==> src/rtl/maze_pkg.sv <==
// maze_pkg: grid geometry, wall code, default game constants and game-flow states
package maze_pkg;
   localparam int GRID_W = 18;
   localparam int GRID_H = 11;
   localparam int NUM_CELLS = GRID_W * GRID_H;
   localparam logic [7:0] WALL_CODE = 8'd255;
   localparam logic [7:0] DEF_START_CELL = 8'd181;
   localparam logic [7:0] DEF_GOAL_CELL = 8'd16;
   localparam logic [2:0] DEF_LIVES = 3'd3;
   typedef enum logic [2:0] {S_IDLE, S_PLAY, S_CRASHED, S_WON, S_OVER} state_t;
endpackage

==> src/rtl/maze_position_tracker_if.sv <==
// maze_position_tracker_if: move-request inputs and game-flow outputs of the position tracker
interface maze_position_tracker_if;
   logic CTRLbtn;
   logic [7:0] next_count;
   logic [7:0] checkpoint_spot;
   logic [7:0] count;
   logic [7:0] last_valid;
   logic [7:0] begin_spot;
   logic game_pause;
   logic [2:0] lives;
   logic [15:0] steps;
   logic crash_pulse;
   logic win;
   logic over;
   modport master (
      output CTRLbtn, next_count, checkpoint_spot,
      input count, last_valid, begin_spot, game_pause, lives, steps, crash_pulse, win, over
   );
   modport slave (
      input CTRLbtn, next_count, checkpoint_spot,
      output count, last_valid, begin_spot, game_pause, lives, steps, crash_pulse, win, over
   );
endinterface

==> src/rtl/sat_counter.sv <==
// sat_counter: up-counter with synchronous clear that sticks at all-ones instead of wrapping
module sat_counter #(
   parameter int WIDTH = 16
) (
   input  logic             CLK,
   input  logic             clr_i,
   input  logic             inc_i,
   output logic [WIDTH-1:0] count_o
);
   logic [WIDTH-1:0] count_q;
   always_ff @(posedge CLK)
      count_q <= clr_i ? '0 : (inc_i && count_q != '1) ? count_q + WIDTH'(1) : count_q;
   assign count_o = count_q;
endmodule

==> src/rtl/maze_position_tracker.sv <==
// maze_position_tracker: commits player moves, tracks lives/checkpoint/steps and runs the
// idle/play/crash/won/over game flow; every output is registered.
module maze_position_tracker #(
   parameter logic [7:0] START_CELL = maze_pkg::DEF_START_CELL,
   parameter logic [7:0] GOAL_CELL  = maze_pkg::DEF_GOAL_CELL,
   parameter logic [2:0] LIVES      = maze_pkg::DEF_LIVES,
   parameter int         NUM_CELLS  = maze_pkg::NUM_CELLS
) (
   input logic CLK,
   input logic RESET,
   maze_position_tracker_if.slave bus
);
   import maze_pkg::*;
   state_t state_q, state_d;
   logic [7:0] count_q, count_d, last_q, last_d, begin_q, begin_d;
   logic [2:0] lives_q, lives_d;
   logic crash_q, crash_d, pause_q, win_q, over_q, step;
   // Any code outside the grid, including the 255 wall marker, is a crash.
   wire wall = int'(bus.next_count) >= NUM_CELLS;
   always_comb begin
      state_d = state_q;
      count_d = count_q;
      last_d  = last_q;
      begin_d = begin_q;
      lives_d = lives_q;
      crash_d = 1'b0;
      step    = 1'b0;
      case (state_q)
         S_IDLE: state_d = bus.CTRLbtn ? S_PLAY : S_IDLE;
         S_PLAY:
            if (wall) begin
               count_d = WALL_CODE;
               crash_d = 1'b1;
               lives_d = (lives_q != 3'd0) ? lives_q - 3'd1 : 3'd0;
               state_d = (lives_q <= 3'd1) ? S_OVER : S_CRASHED;
            end else if (bus.next_count != count_q) begin
               count_d = bus.next_count;
               last_d  = bus.next_count;
               step    = 1'b1;
               begin_d = (bus.checkpoint_spot != WALL_CODE && bus.next_count == bus.checkpoint_spot)
                         ? bus.next_count : begin_q;
               state_d = (bus.next_count == GOAL_CELL) ? S_WON : S_PLAY;
            end
         S_CRASHED:
            if (!wall) begin
               count_d = bus.next_count;
               last_d  = bus.next_count;
               state_d = S_PLAY;
            end
         default: ;
      endcase
   end
   always_ff @(posedge CLK) begin
      if (!RESET) begin
         state_q <= S_IDLE;
         count_q <= START_CELL;
         last_q  <= START_CELL;
         begin_q <= START_CELL;
         lives_q <= LIVES;
         crash_q <= 1'b0;
         pause_q <= 1'b0;
         win_q   <= 1'b0;
         over_q  <= 1'b0;
      end else begin
         state_q <= state_d;
         count_q <= count_d;
         last_q  <= last_d;
         begin_q <= begin_d;
         lives_q <= lives_d;
         crash_q <= crash_d;
         pause_q <= state_d == S_PLAY || state_d == S_CRASHED;
         win_q   <= state_d == S_WON;
         over_q  <= state_d == S_OVER;
      end
   end
   sat_counter #(.WIDTH(16)) u_steps (
      .CLK    (CLK),
      .clr_i  (!RESET),
      .inc_i  (step),
      .count_o(bus.steps)
   );
   assign bus.count       = count_q;
   assign bus.last_valid  = last_q;
   assign bus.begin_spot  = begin_q;
   assign bus.game_pause  = pause_q;
   assign bus.lives       = lives_q;
   assign bus.crash_pulse = crash_q;
   assign bus.win         = win_q;
   assign bus.over        = over_q;
endmodule
==> src/flat_wrapper.sv <==
// flat-port wrapper written by rule: the top's interface ports become plain ports
module maze_position_tracker_flat import maze_pkg::*;
#(
   parameter logic [7:0] START_CELL = maze_pkg::DEF_START_CELL,
   parameter logic [7:0] GOAL_CELL  = maze_pkg::DEF_GOAL_CELL,
   parameter logic [2:0] LIVES      = maze_pkg::DEF_LIVES,
   parameter int         NUM_CELLS  = maze_pkg::NUM_CELLS
)
  (CLK, RESET, bus_CTRLbtn, bus_next_count, bus_checkpoint_spot, bus_count, bus_last_valid, bus_begin_spot, bus_game_pause, bus_lives, bus_steps, bus_crash_pulse, bus_win, bus_over);
  maze_position_tracker_if bus_i ();
  input logic CLK;
  input logic RESET;
  input wire logic [$bits(bus_i.CTRLbtn)-1:0] bus_CTRLbtn;
  input wire logic [$bits(bus_i.next_count)-1:0] bus_next_count;
  input wire logic [$bits(bus_i.checkpoint_spot)-1:0] bus_checkpoint_spot;
  output wire logic [$bits(bus_i.count)-1:0] bus_count;
  output wire logic [$bits(bus_i.last_valid)-1:0] bus_last_valid;
  output wire logic [$bits(bus_i.begin_spot)-1:0] bus_begin_spot;
  output wire logic [$bits(bus_i.game_pause)-1:0] bus_game_pause;
  output wire logic [$bits(bus_i.lives)-1:0] bus_lives;
  output wire logic [$bits(bus_i.steps)-1:0] bus_steps;
  output wire logic [$bits(bus_i.crash_pulse)-1:0] bus_crash_pulse;
  output wire logic [$bits(bus_i.win)-1:0] bus_win;
  output wire logic [$bits(bus_i.over)-1:0] bus_over;
  assign bus_i.CTRLbtn = bus_CTRLbtn;
  assign bus_i.next_count = bus_next_count;
  assign bus_i.checkpoint_spot = bus_checkpoint_spot;
  assign bus_count = bus_i.count;
  assign bus_last_valid = bus_i.last_valid;
  assign bus_begin_spot = bus_i.begin_spot;
  assign bus_game_pause = bus_i.game_pause;
  assign bus_lives = bus_i.lives;
  assign bus_steps = bus_i.steps;
  assign bus_crash_pulse = bus_i.crash_pulse;
  assign bus_win = bus_i.win;
  assign bus_over = bus_i.over;
  maze_position_tracker #(.START_CELL(START_CELL), .GOAL_CELL(GOAL_CELL), .LIVES(LIVES), .NUM_CELLS(NUM_CELLS)) u_core (.CLK(CLK), .RESET(RESET), .bus(bus_i));
endmodule
==> config.mk <==
export PLATFORM = sky130hd
export DESIGN_NAME = maze_position_tracker_flat
export DESIGN_NICKNAME = d
export VERILOG_FILES = /design/src/rtl/maze_pkg.sv /design/src/rtl/maze_position_tracker_if.sv /design/src/rtl/sat_counter.sv /design/src/rtl/maze_position_tracker.sv /design/src/flat_wrapper.sv
export SDC_FILE = /design/constraint.sdc
export NUM_CORES = 1
export LEC_CHECK = 0
export BUFFER_PORTS_ARGS = -buffer_cell sky130_fd_sc_hd__buf_2
export CAP_MARGIN = 40
export CORE_ASPECT_RATIO = 0.5
export CORE_MARGIN = 2
export CORE_UTILIZATION = 57
export DETAILED_ROUTE_END_ITERATION = 8
export PLACE_DENSITY = 0.91
export SKIP_CTS_REPAIR_TIMING = 1
export SLEW_MARGIN = 20
export SYNTH_ARGS = -nofsm -noshare
export SYNTH_HDL_FRONTEND = slang
export SYNTH_SLANG_ARGS = --single-unit
==> constraint.sdc <==
create_clock -name CLK -period 4 [get_ports CLK]
set_input_delay 0.6 -clock CLK [delete_from_list [all_inputs] [get_ports CLK]]
set_output_delay 0.6 -clock CLK [all_outputs]
set_load 0.02 [all_outputs]
# After elaboration in Yosys (flattened, before gate mapping)

Cells that the tools add are included.

Add/sub/neg operators: 2
Multipliers: 0
Div/mod/pow operators: 0
Magnitude comparators: 2
Equal/unequal tests: 15
Shift-type cells: 0
Mux-type cells: 18
Bitwise gates (word level): 1
Reductions and logical operators: 11

Operators by type and width:

| kind                  | number |
|---|---|
| $mux 8                | 4 |
| $pmux 8 s2            | 2 |
| $add 16x1->16 const B | 1 |
| $ne 16x16->1 const B  | 1 |
| $mux 3                | 5 |
| $eq 3x2->1 const B    | 3 |
| $pmux 3 s3            | 1 |
| $eq 8x5->1 const B    | 1 |
| $eq 8x8->1            | 1 |
| $ge 8x8->1 const B    | 1 |
| $ne 8x8->1            | 1 |
| $ne 8x8->1 const B    | 1 |
| $reduce_and 4->1      | 2 |
| $eq 3x1->1 const B    | 2 |
| $mux 1                | 5 |
| $ne 2x2->1 const B    | 2 |
| $reduce_and 2->1      | 2 |
| $eq 3x3->1 const B    | 1 |
| $le 3x1->1 const B    | 1 |
| $logic_not 3->1       | 1 |
| $ne 3x1->1 const B    | 1 |
| $reduce_and 3->1      | 1 |
| $reduce_bool 3->1     | 1 |
| $sub 3x1->3 const B   | 1 |
| 6 further kinds       | 7 |

Bits in registers: 50
Latch bits: 0
Bits in writable memories: 0
Bits in read-only memories: 0
Input port bits: 19
Word-level logic and storage cells: 59
Memories kept: 0

# Longest topological paths before layout

Gate-level depths: netlist (run 1).

Depth in word-level cells: 7
Gate-level depth with buffers: 8
Depth with buffers taken out: 6

# Hierarchy

Synthesis (run 1) repeated with hierarchy kept, for this count alone.

Cells, all modules: 280
Area total of the unflattened synthesis: 2567.5 um^2

Modules (own cells, without submodules):

| module                | instances | cells an instance | area an instance (um^2) | seq. area each (um^2) |
|---|---|---|---|---|
| maze_position_tracker | 1         | 181               | 1719.1                  | 680.7 |
| sat_counter           | 1         | 99                | 848.3                   | 320.3 |

# Worst setup path after synthesis (run 1)

No wires, ideal clock.

Path kind: input to register
From: input bus_next_count[3]
To: register u_core.count_q[1] (netlist: u_core.bus.count[1])
Setup time: 0.119 ns
Arrival: 2.126 ns
Required time: 3.881 ns
Setup slack: 1.755 ns
Cell stages on the path: 7
Buffers on the path: 2
Path through: buf_4 -> a2111oi_4 -> nor2_1 -> or3_4 -> and2_1 -> buf_6 -> o221a_1

Cells in the longest elaborated chain, start to end: 3

RTL lines:

| what                                                            | RTL line                                                 | RTL |
|---|---|---|
| start, declared                                                 | flat_wrapper.sv:14                                       | `input wire logic [$bits(bus_i.next_count)-1:0] bus_next_count;` |
| $ge 8x8->1 or $ne 8x8->1 (tied branches)                        | maze_position_tracker.sv:19, maze_position_tracker.sv:36 |  |
| $ne 3x1->1 (no source line) (tied with other cells)             | n/a                                                      |  |
| $reduce_and 3->1 (no source line) or $pmux 8 s2 (tied branches) | n/a                                                      |  |
| end signal, assigned                                            | maze_position_tracker.sv:66                              | `count_q <= count_d;` |
| end, declared                                                   | maze_position_tracker.sv:15                              | `logic [7:0] count_q, count_d, last_q, last_d, begin_q, begin_d;` |

Parallel ways exist; a longest one is shown, timed or not.
A chain may end at the register's enable or synchronous reset.

# Final worst setup path (run 1)

From: register u_core.state_q[2]
To: register u_core.begin_q[6] (netlist: u_core.bus.begin_spot[6])

Cells in the longest elaborated chain, start to end: 2

RTL lines:

| what                              | RTL line                    | RTL |
|---|---|---|
| start, declared                   | maze_position_tracker.sv:14 | `state_t state_q, state_d;` |
| start signal, assigned            | maze_position_tracker.sv:65 | `state_q <= state_d;` |
| $eq 3x1->1                        | maze_position_tracker.sv:28 | `case (state_q)` |
| $reduce_and 4->1 (no source line) | n/a                         |  |
| end signal, assigned              | maze_position_tracker.sv:68 | `begin_q <= begin_d;` |
| end, declared                     | maze_position_tracker.sv:15 |  |

No other way between the ends.

==> results by group, run 1 <==
Drt
  • DRT Wirelength: 6310 um
  • Post-route ant nets: 0
  • Avg WL per Cell: 15.7 um
  • First-pass DRT Iterations: 4
  • 1st-iter DRT viols: 116
  • Vias per cell: 6.08
  • Post-route DRC: 0
  • Vias post-DR: 2,445

Synthesis
  • Multiplexer area fraction after synthesis: 5.50%
  • Distinct cells, synth: 54
  • Area share of the largest cell type after synthesis: 39.3%
  • Synthesized Nets: 310
  • Compound-cell area share of the yosys netlist: 18.8%
  • Post-Synth Adder-Cell Area: 1.47%
  • Synth async-reset ratio: 0%
  • Mapped cell area: 2550 um^2
  • Commonest cells in the netlist: dfxtp_1, nand2_1, nor2_1
  • Combinational family with the most area after synthesis: simple AND/OR/NAND/NOR gates
  • Flops & latches, synth: 50
  • Cell taking the most area after synthesis: dfxtp_1
  • Sequential fraction of the synthesis area: 39.3%
  • Cells after synthesis: 288
  • Most common cell in the synthesized netlist: dfxtp_1
  • Area contributors post-synth: dfxtp_1, mux2i_1, xor2_1, a31oi_1, nand2_1
  • EDFF count, synth: 0
  • Syn avg cell area: 8.85 um^2
  • Simple-gate portion of the synthesized area: 23.2%
  • Prevailing post-synth register cell: dfxtp_1
  • Yosys warns: 0
  • Post-synthesis xor/xnor area fraction: 5.15%

Floorplanning
  • Starting Density: 58.7%
  • Die width: 98.6 um
  • Core Box Area: 4340 um^2
  • Die Y: 51.3 um
  • Total Die Area: 5050 um^2
  • FP Rows: 17
  • I/O pin total: 66

Final layout
  • NumNets Final: 366
  • Area grow syn2layout: 16.3%
  • Layout cell share with drive strength beyond 1: 23.2%
  • ANT cells: 0
  • Final Non-Filler Cells: 402
  • FILL cells: 327

Critical path
  • Setup CP Type: reg -> reg
  • FF-to-FF setup slack: 1530 ps
  • Worst-path maximum fanout: 21
  • Worst setup path start: u_core.state_q[2]
  • Reg-to-reg critical path startpoint: u_core.state_q[2]
  • Register-to-Register Path Depth: 6
  • Startpoint Class: register
  • CP Capture Type: register
  • Critical Path RT: 4240 ps
  • Critical Path AT: 2710 ps
  • Crit Reg-Reg Endpoint: u_core.bus.begin_spot[6]

Hold path
  • Worst Hold End: u_core.bus.last_valid[5]
  • Hold Crit Class: reg -> reg
  • Hold depth: 2
  • Hold path start: u_core.bus.last_valid[5]

Timing
  • Final Worst Setup Slack: 1530 ps
  • Fin crit period: 2470 ps
  • Final Hold Vio Count: 0
  • Final worst-path cycle share: 61.8%
  • RSZ-0062 raised after global routing: no
  • Setup violations, final: 0
  • Setup_tns: 0 ps
  • Worst-Margin Slew: 839 ps
  • Rel. slew slack: 44.0%
  • Peak Freq: 405 MHz
  • Final Skew: 6.81 ps
  • Final slew viol count: 0

GRT
  • GRT overflow: 0
  • Initial antenna violation count: 0
  • GRT Util Overall: 25.1%
  • First-pass GRT wire length: 10,100 um
  • Largest net degree at the start of global routing: 37
  • Number of global-route vias before repair: 2,239

Placed design
  • Port-buffer cells: 65
  • Post-place setup slack: 1270 ps
  • HPWL after DPL: 4520 um
  • Routability cong.: 0.843
  • Number of cells after detailed placement: 394

Clock network
  • CTS tree: yes
  • CTS Root Cell: clkbuf_8
  • Total CTS buffers: 5
  • H-tree levels: 2
  • Clock sinks: 50
  • Clk_lat worst skew: 310 ps
  • CTS max path bufs: 2
  • Clock-pin slew on the worst setup and hold paths: 90 ps

Power
  • Pwr/cell area: 351 nW/um^2
  • P_leak: 0.00126 uW
  • Total power: 1040 uW
  • Peak supply drop: 219 uV

Job
  • MaxCap Viol Count: 0

Run status
  • Status: finished clean
-- metal layers --
metal | routed length [um] | track usage (%) | vias to the layer above
met3 | 339 | 5.47 | 22
met2 | 3210 | 46.1 | 100
met4 | 174 | 13.5 | 0
met1 | 2580 | 27.8 | 1162
li1 | - | - | 1161
met5 | 0 | 0 | -
-- cell type report --
cell class	instances	area (um^2)	area share [%]
multi-input combinational	202	1380	46.5
sequential	50	1000	33.8
timing repair buffer	67	340	11.5
clock buffer	7	76.3	2.57
tap	57	71.3	2.41
inverter	18	67.6	2.28
clock inverter	1	30.0	1.01
-- worst max-delay path by stage --
| stage | end | cells after the start |
|---|---|---|
| floorplan | u_core.bus.count[1] | 7 |
| global placement | u_core.bus.count[3] | 6 |
| detailed placement | u_core.bus.count[3] | 6 |
| CTS | u_core.bus.begin_spot[6] | 6 |
| global route | u_core.bus.begin_spot[3] | 6 |
| finish | u_core.bus.begin_spot[6] | 6 |
-- through the flow --
step | hold WS, ps | area, um^2 | utilization [%]
after floorplan | 533 | 2550 | -
after global placement | 444 | 2850 | 65.7
after detailed placement | 459 | 2860 | 65.9
after CTS | 472 | 2960 | 68.3
after global routing | 480 | 2960 | 68.3
final | 468 | 2960 | 68.3
-- worst max-delay path: stages, from the launching register on --
cell and delay, ps:
dfxtp_1 420, nor3b_2 430, o21ai_1 160, a31o_1 420
buf_4 300, nor3_4 420, mux2i_1 250
-- registers in the layout, summed over array words and instances (netlist names) --
name,count
u_core.bus.game_pause,1
u_core.bus.over,1
u_core.u_steps.count_o,16
u_core.bus.count,8
u_core.state_q,3
u_core.bus.crash_pulse,1
u_core.bus.lives,3
u_core.bus.win,1
u_core.bus.last_valid,8
u_core.bus.begin_spot,8
-- cells by family after synthesis --
group | count (synthesis)
simple gates | 103
compound gates | 67
buf+inv | 36
xor+xnor | 15
flops | 50
mux | 14
fa+ha+maj | 3
-- where the power goes --
group / leakage, uW / internal (uW) / switching [uW] / total, uW
clock: 0.0000524 / 187 / 169 / 356
sequential: 0.000407 / 516 / 15.4 / 531
combinational: 0.000797 / 53.2 / 100 / 153
total: 0.00126 / 756 / 284 / 1040
-- placed cells by master, fill, tap and decap left out, types with 10 or more instances in the layout --
master   instances
o31ai_1         10
dfxtp_1         50
nor2_1          19
xor2_1          13
a31oi_1         14
nand2_1         23
a21oi_1         16
inv_1           18
buf_2           65
mux2i_1         14
Note: power is estimated with default switching activity, not from simulation.
==> inputs of run 2 (changes only) <==
CORE_UTILIZATION = 53   (was 57)
PLACE_DENSITY = 0.86   (was 0.91)
clock period = 2.45 ns   (was 4 ns; I/O delays follow)
==> run 2 against run 1 <==
  * Register-to-register slack got worse by 1100 ps
  * Global-route usage fell by 1.1 points
  * Combinational power is 70% higher
  * Sequential share of layout area decreased by 0.18 points
  * First-iteration DRC count up 13%
  * Die area rose by 7.1%
  * Cell count up 2.7%
  * Wire length down 2.7%
  * Non-clock buffer count increased by 3
  * Sequential power grew 63%
  * Critical endpoint is now u_core.u_steps.count_o[3]
==> results by group, run 2 (synthesis gave the netlist of run 1 again) <==
Clock network
  • Clock sinks: 50 (unchanged)
  • H-tree levels: 2 (unchanged)
  • CTS max path bufs: 2 (unchanged)
  • Clock-pin slew on the worst setup and hold paths: 90 ps (about the same)
  • Clk_lat worst skew: 300 ps (about the same)
  • CTS tree: yes
  • CTS Root Cell: clkbuf_8
  • Total CTS buffers: 5 (unchanged)

GRT
  • GRT Util Overall: 24.0% (-1.1 points)
  • Initial antenna violation count: 0 (unchanged)
  • GRT overflow: 0 (unchanged)
  • Largest net degree at the start of global routing: 37 (unchanged)
  • First-pass GRT wire length: 10,200 um (+1.4%)
  • Number of global-route vias before repair: 2,266 (+1.2%)

Drt
  • First-pass DRT Iterations: 5 (+1)
  • Post-route ant nets: 0 (unchanged)
  • Vias per cell: 5.79 (-4.9%)
  • Vias post-DR: 2,390 (-2.2%)
  • Avg WL per Cell: 14.9 um (-5.3%)
  • DRT Wirelength: 6140 um (-2.7%)
  • Post-route DRC: 0 (unchanged)
  • 1st-iter DRT viols: 131 (+13%)

Placed design
  • HPWL after DPL: 4500 um (-0.52%)
  • Port-buffer cells: 65 (unchanged)
  • Number of cells after detailed placement: 406 (+3.0%)
  • Routability cong.: 0.830 (-1.6%)

Final layout
  • Final Non-Filler Cells: 413 (+2.7%)
  • NumNets Final: 369 (+0.82%)
  • Area grow syn2layout: 16.9%
  • Max FFs per register: 16 (unchanged)
  • Layout cell share with drive strength beyond 1: 23.6% (+0.44 points)
  • Commonest non-fill, non-tap cell in the layout: buf_2
  • Commonest non-fill, non-tap cells in the layout: buf_2, dfxtp_1, nand2_1
  • ANT cells: 0 (unchanged)

Critical path
  • Startpoint Class: register
  • CP bufs+invs: 1 (unchanged)
  • Critical Path RT: 2630 ps (-1610 ps)
  • Setup CP Type: reg -> reg
  • Slowest cell delay on critical path: 490 ps (+60 ps)
  • CP cell instances: and4_1, nand4_1, nor2_1, buf_4, or4_1, a21oi_1
  • Largest delay share family, worst path: simple AND/OR/NAND/NOR gates
  • Worst-path maximum fanout: 10 (-52%)
  • CP Capture Type: register
  • Slowest CP cell: nor2_1
  • Critical Path AT: 2190 ps (-520 ps)

Floorplanning
  • Starting Density: 56.5% (-2.2 points)
  • I/O pin total: 66 (unchanged)
  • Die Y: 53.0 um (+3.4%)
  • Core Box Area: 4510 um^2 (+3.9%)
  • Die width: 102 um (+3.6%)
  • Total Die Area: 5410 um^2 (+7.1%)
  • FP Rows: 17 (unchanged)

Timing
  • Final Skew: 6.77 ps (-0.0469 ps)
  • RSZ-0062 raised after global routing: no
  • Peak Freq: 497 MHz (+23%)
  • Rel. slew slack: 62.3% (+18 points)
  • Worst-Margin Slew: 563 ps (-276 ps)
  • Final Hold Vio Count: 0 (unchanged)
  • Setup violations, final: 0 (unchanged)
  • Setup_tns: 0 ps (unchanged)
  • Final worst-path cycle share: 82.2% (+20 points)
  • Final slew viol count: 0 (unchanged)
  • Fin crit period: 2010 ps (-458 ps)

Job
  • MaxCap Viol Count: 0 (unchanged)

Power
  • P_leak: 0.00126 uW (+0.49%)
  • Total power: 1570 uW (+51%)
  • Peak supply drop: 287 uV (+31%)
  • Pwr/cell area: 528 nW/um^2 (+51%)

Run status
  • Status: finished clean

Hold path
  • Hold Crit Class: in -> reg
[run 2: layout make-up]
type,count,area [um^2]
flip-flops and latches,50,1000
inverters,18,67.6
clock buffers,7,76.3
multi-input cells,202,1380
well taps,66,82.6
repair buffers,70,375
fillers,377,1530
[run 2: report_power, final]
part	internal, uW	switching (uW)	leakage, uW
registers	842	25.7	0.000407
clock network	197	249	0.0000383
logic	94.7	166	0.000817
total	1130	441	0.00126
[run 2: worst paths after layout]
check | start | end | slack [ps] | depth (start not counted)
setup reg to reg | u_core.u_steps.count_o[6] | u_core.u_steps.count_o[3] | 440 | 6
hold / removal | bus_next_count[3] | u_core.bus.last_valid[3] | 440 | 3
setup / recovery | u_core.u_steps.count_o[6] | u_core.u_steps.count_o[3] | 440 | 6
hold reg to reg | u_core.bus.begin_spot[6] | u_core.bus.begin_spot[6] | 460 | 2
[run 2: routing by layer]
| metal | global-route usage (%) | routed length (um) | part of all wire (%) |
|---|---|---|---|
| met5 | 0 | 0 | 0 |
| met4 | 8.67 | 53 | 0.86 |
| met3 | 5.02 | 313 | 5.1 |
| met2 | 43.0 | 3120 | 51 |
| met1 | 28.9 | 2650 | 43 |
[run 2: worst register-to-register path: cells and delay by family (launching register included)]
family / cells / cell delay (ps)
simple gates: 4 / 1140
flops: 1 / 440
buf+inv: 1 / 260
compound gates: 1 / 60
[run 2: per-stage QoR]
stage               setup WS [ps]  cell area [um^2]  hold WS (ps)  util (%)
finish                        437              2980           445      66.1
global route                  259              2980           460      66.1
CTS                           459              2980           437      66.1
floorplan                     437              2550           533         -
detailed placement            212              2900           452      64.4
global placement              278              2900           445      64.4
==> inputs of run 3 (changes only) <==
CORE_UTILIZATION = 47   (was 53)
PLACE_DENSITY = 0.81   (was 0.86)
clock period = 1.7 ns   (was 2.45 ns; I/O delays follow)
==> run 3 against run 2 <==
  * Critical path depth is the same
  * Final area grew 25%
  * Sequential share of layout area shrank 6.5 points
  * Highest routed layer unchanged
  * Core utilization grew 7.6 points
  * Non-clock buffer count grew 58
  * The run now ends with design-rule violations, negative setup slack left
  * Sequential power grew 44%
  * Hold slack lost 46 ps
  * Critical endpoint is now u_core.u_steps.count_o[6]
==> results by group, run 3 (synthesis gave the netlist of run 1 again) <==
Run status
  • Status: complete, but fails checks
  • Failing checks: design-rule violations, negative setup slack

Power
  • Pwr/cell area: 726 nW/um^2 (+37%)
  • P_int: 1910 uW (+69%)
  • Seq pwr share: 45.9% (-9.2 points)
  • Switch Pwr: 801 uW (+82%)
  • Clock power share: 33.3% (+4.9 points)
  • Combinational Power Share: 20.8% (+4.3 points)
  • Total power: 2710 uW (+72%)
  • Sw Share: 29.5% (+1.5 points)
  • P_leak: 0.00165 uW (+30%)
  • Peak supply drop: 422 uV (+47%)

GRT
  • Number of global-route vias before repair: 2,587 (+14%)
  • GRT overflow: 0 (unchanged)
  • First-pass GRT wire length: 12,000 um (+17%)
  • Largest net degree at the start of global routing: 36 (-2.7%)
  • GRT Util Overall: 24.6% (+0.57 points)
  • Initial antenna violation count: 0 (unchanged)

Final layout
  • Commonest non-fill, non-tap cell in the layout: buf_2
  • Post-layout util: 73.7% (+7.6 points)
  • Max FFs per register: 16 (unchanged)
  • Layout cell share with drive strength beyond 1: 45.1% (+21 points)
  • NumNets Final: 427 (+16%)
  • Register Area: 1010 um^2 (+1.1%)
  • Final Non-Filler Cells: 476 (+15%)
  • FILL cells: 341 (-9.5%)
  • Commonest non-fill, non-tap cells in the layout: buf_2, buf_4, dfxtp_1
  • Footprint of the multi-input gates: 1560 um^2 (+14%)
  • ANT cells: 0 (unchanged)
  • Area grow syn2layout: 46.5%

Critical path
  • Critical Path AT: 2040 ps (-150 ps)
  • Critical Path RT: 1960 ps (-670 ps)
  • Startpoint Class: register
  • CP Capture Type: register
  • Worst-path maximum fanout: 6 (-4)
  • Setup CP Type: reg -> reg

Clock network
  • Clock sinks: 50 (unchanged)
  • CTS Root Cell: clkbuf_8
  • CTS tree: yes
  • H-tree levels: 2 (unchanged)
  • Total CTS buffers: 5 (unchanged)
  • Clock-pin slew on the worst setup and hold paths: 100 ps (about the same)
  • Clk_lat worst skew: 320 ps (+20 ps)
  • CTS max path bufs: 2 (unchanged)

Placed design
  • HPWL after DPL: 5380 um (+19%)
  • Post-place setup slack: -276 ps (-488 ps)
  • Routability cong.: 0.848 (+2.2%)
  • Port-buffer cells: 65 (unchanged)
  • Number of cells after detailed placement: 464 (+14%)

Timing
  • Final slew viol count: 0 (unchanged)
  • Final Skew: 11.2 ps (+4.43 ps)
  • Peak Freq: 563 MHz (+13%)
  • Setup_tns: -621 ps (-621 ps)
  • Fin crit period: 1780 ps (-237 ps)
  • Final Hold Vio Count: 0 (unchanged)
  • Rel. slew slack: 71.5% (+9.1 points)
  • Setup violations, final: 17 (+17)
  • RSZ-0062 raised after global routing: yes
  • Worst-Margin Slew: 422 ps (-141 ps)
  • Final Worst Setup Slack: -76.0 ps (-513 ps)
  • Final worst-path cycle share: 104% (+22 points)

Floorplanning
  • FP Rows: 18 (+1)
  • Total Die Area: 6060 um^2 (+12%)
  • I/O pin total: 66 (unchanged)
  • Core Box Area: 5070 um^2 (+12%)
  • Die Y: 56.1 um (+5.7%)
  • Starting Density: 50.3% (-6.2 points)
  • Die width: 108 um (+5.9%)

Drt
  • Avg WL per Cell: 17.3 um (+16%)
  • First-pass DRT Iterations: 7 (+2)
  • Post-route ant nets: 0 (unchanged)
  • Vias post-DR: 2,745 (+15%)
  • DRT Wirelength: 8240 um (+34%)
  • 1st-iter DRT viols: 199 (+52%)
  • Post-route DRC: 2 (+2)
  • Vias per cell: 5.77 (-0.35%)

Hold path
  • Hold Crit Class: in -> reg

Job
  • MaxCap Viol Count: 0 (unchanged)
run 3: changes by cell type in the layout (fill, tap and decap cells not counted), sizes merged:
cell	previous run	this run
clkbuf	7	8
buf	70	125
clkinv	0	1
bufinv	0	1
inv	18	19
run 3: metal layers:
layer	wire length [um]	GRT usage [%]	up-vias
li1	-	-	1273
met1	3330	30.0	1327
met2	4170	44.3	121
met3	520	3.63	24
met4	225	8.06	0
met5	0	0	-
run 3: power groups by stage:
stage                     Clock [uW]  Combinational (uW)  Sequential [uW]
after floorplan                    0                 217             1320
after global placement             0                 458             1260
after detailed placement           0                 477             1270
after CTS                        896                 480             1240
after global routing             956                 596             1250
final                            903                 564             1250
run 3: layout make-up:
class	instances	share of cell area, %
Multi-Input combinational cell	202	41.9
Sequential cell	50	27.1
Timing Repair Buffer	128	23.8
Tap cell	70	2.35
Clock buffer	5	1.84
Inverter	18	1.81
Clock inverter	3	1.27
run 3: worst max-delay path, stage by stage (launching register included):
cell and delay [ps]:
dfxtp_1 370, xor2_1 200, nor2_1 120, a31o_4 300, buf_12 150, or4_4 470, a21oi_2 110
run 3: stage by stage:
step	area, um^2	hold WS [ps]
finish	3730	398
global route	3730	417
CTS	3460	397
detailed placement	3340	447
global placement	3340	441
floorplan	2580	423
run 3: path summary, 6_finish.rpt:
| path | startpoint | end | slack, ps | depth (start not counted) |
|---|---|---|---|---|
| setup / recovery | u_core.bus.count[3] | u_core.u_steps.count_o[6] | -80 | 6 |
| hold / removal | RESET | u_core.bus.crash_pulse | 400 | 3 |
| setup reg to reg | u_core.bus.count[3] | u_core.u_steps.count_o[6] | -80 | 6 |
| hold reg to reg | u_core.bus.begin_spot[6] | u_core.bus.begin_spot[6] | 470 | 2 |
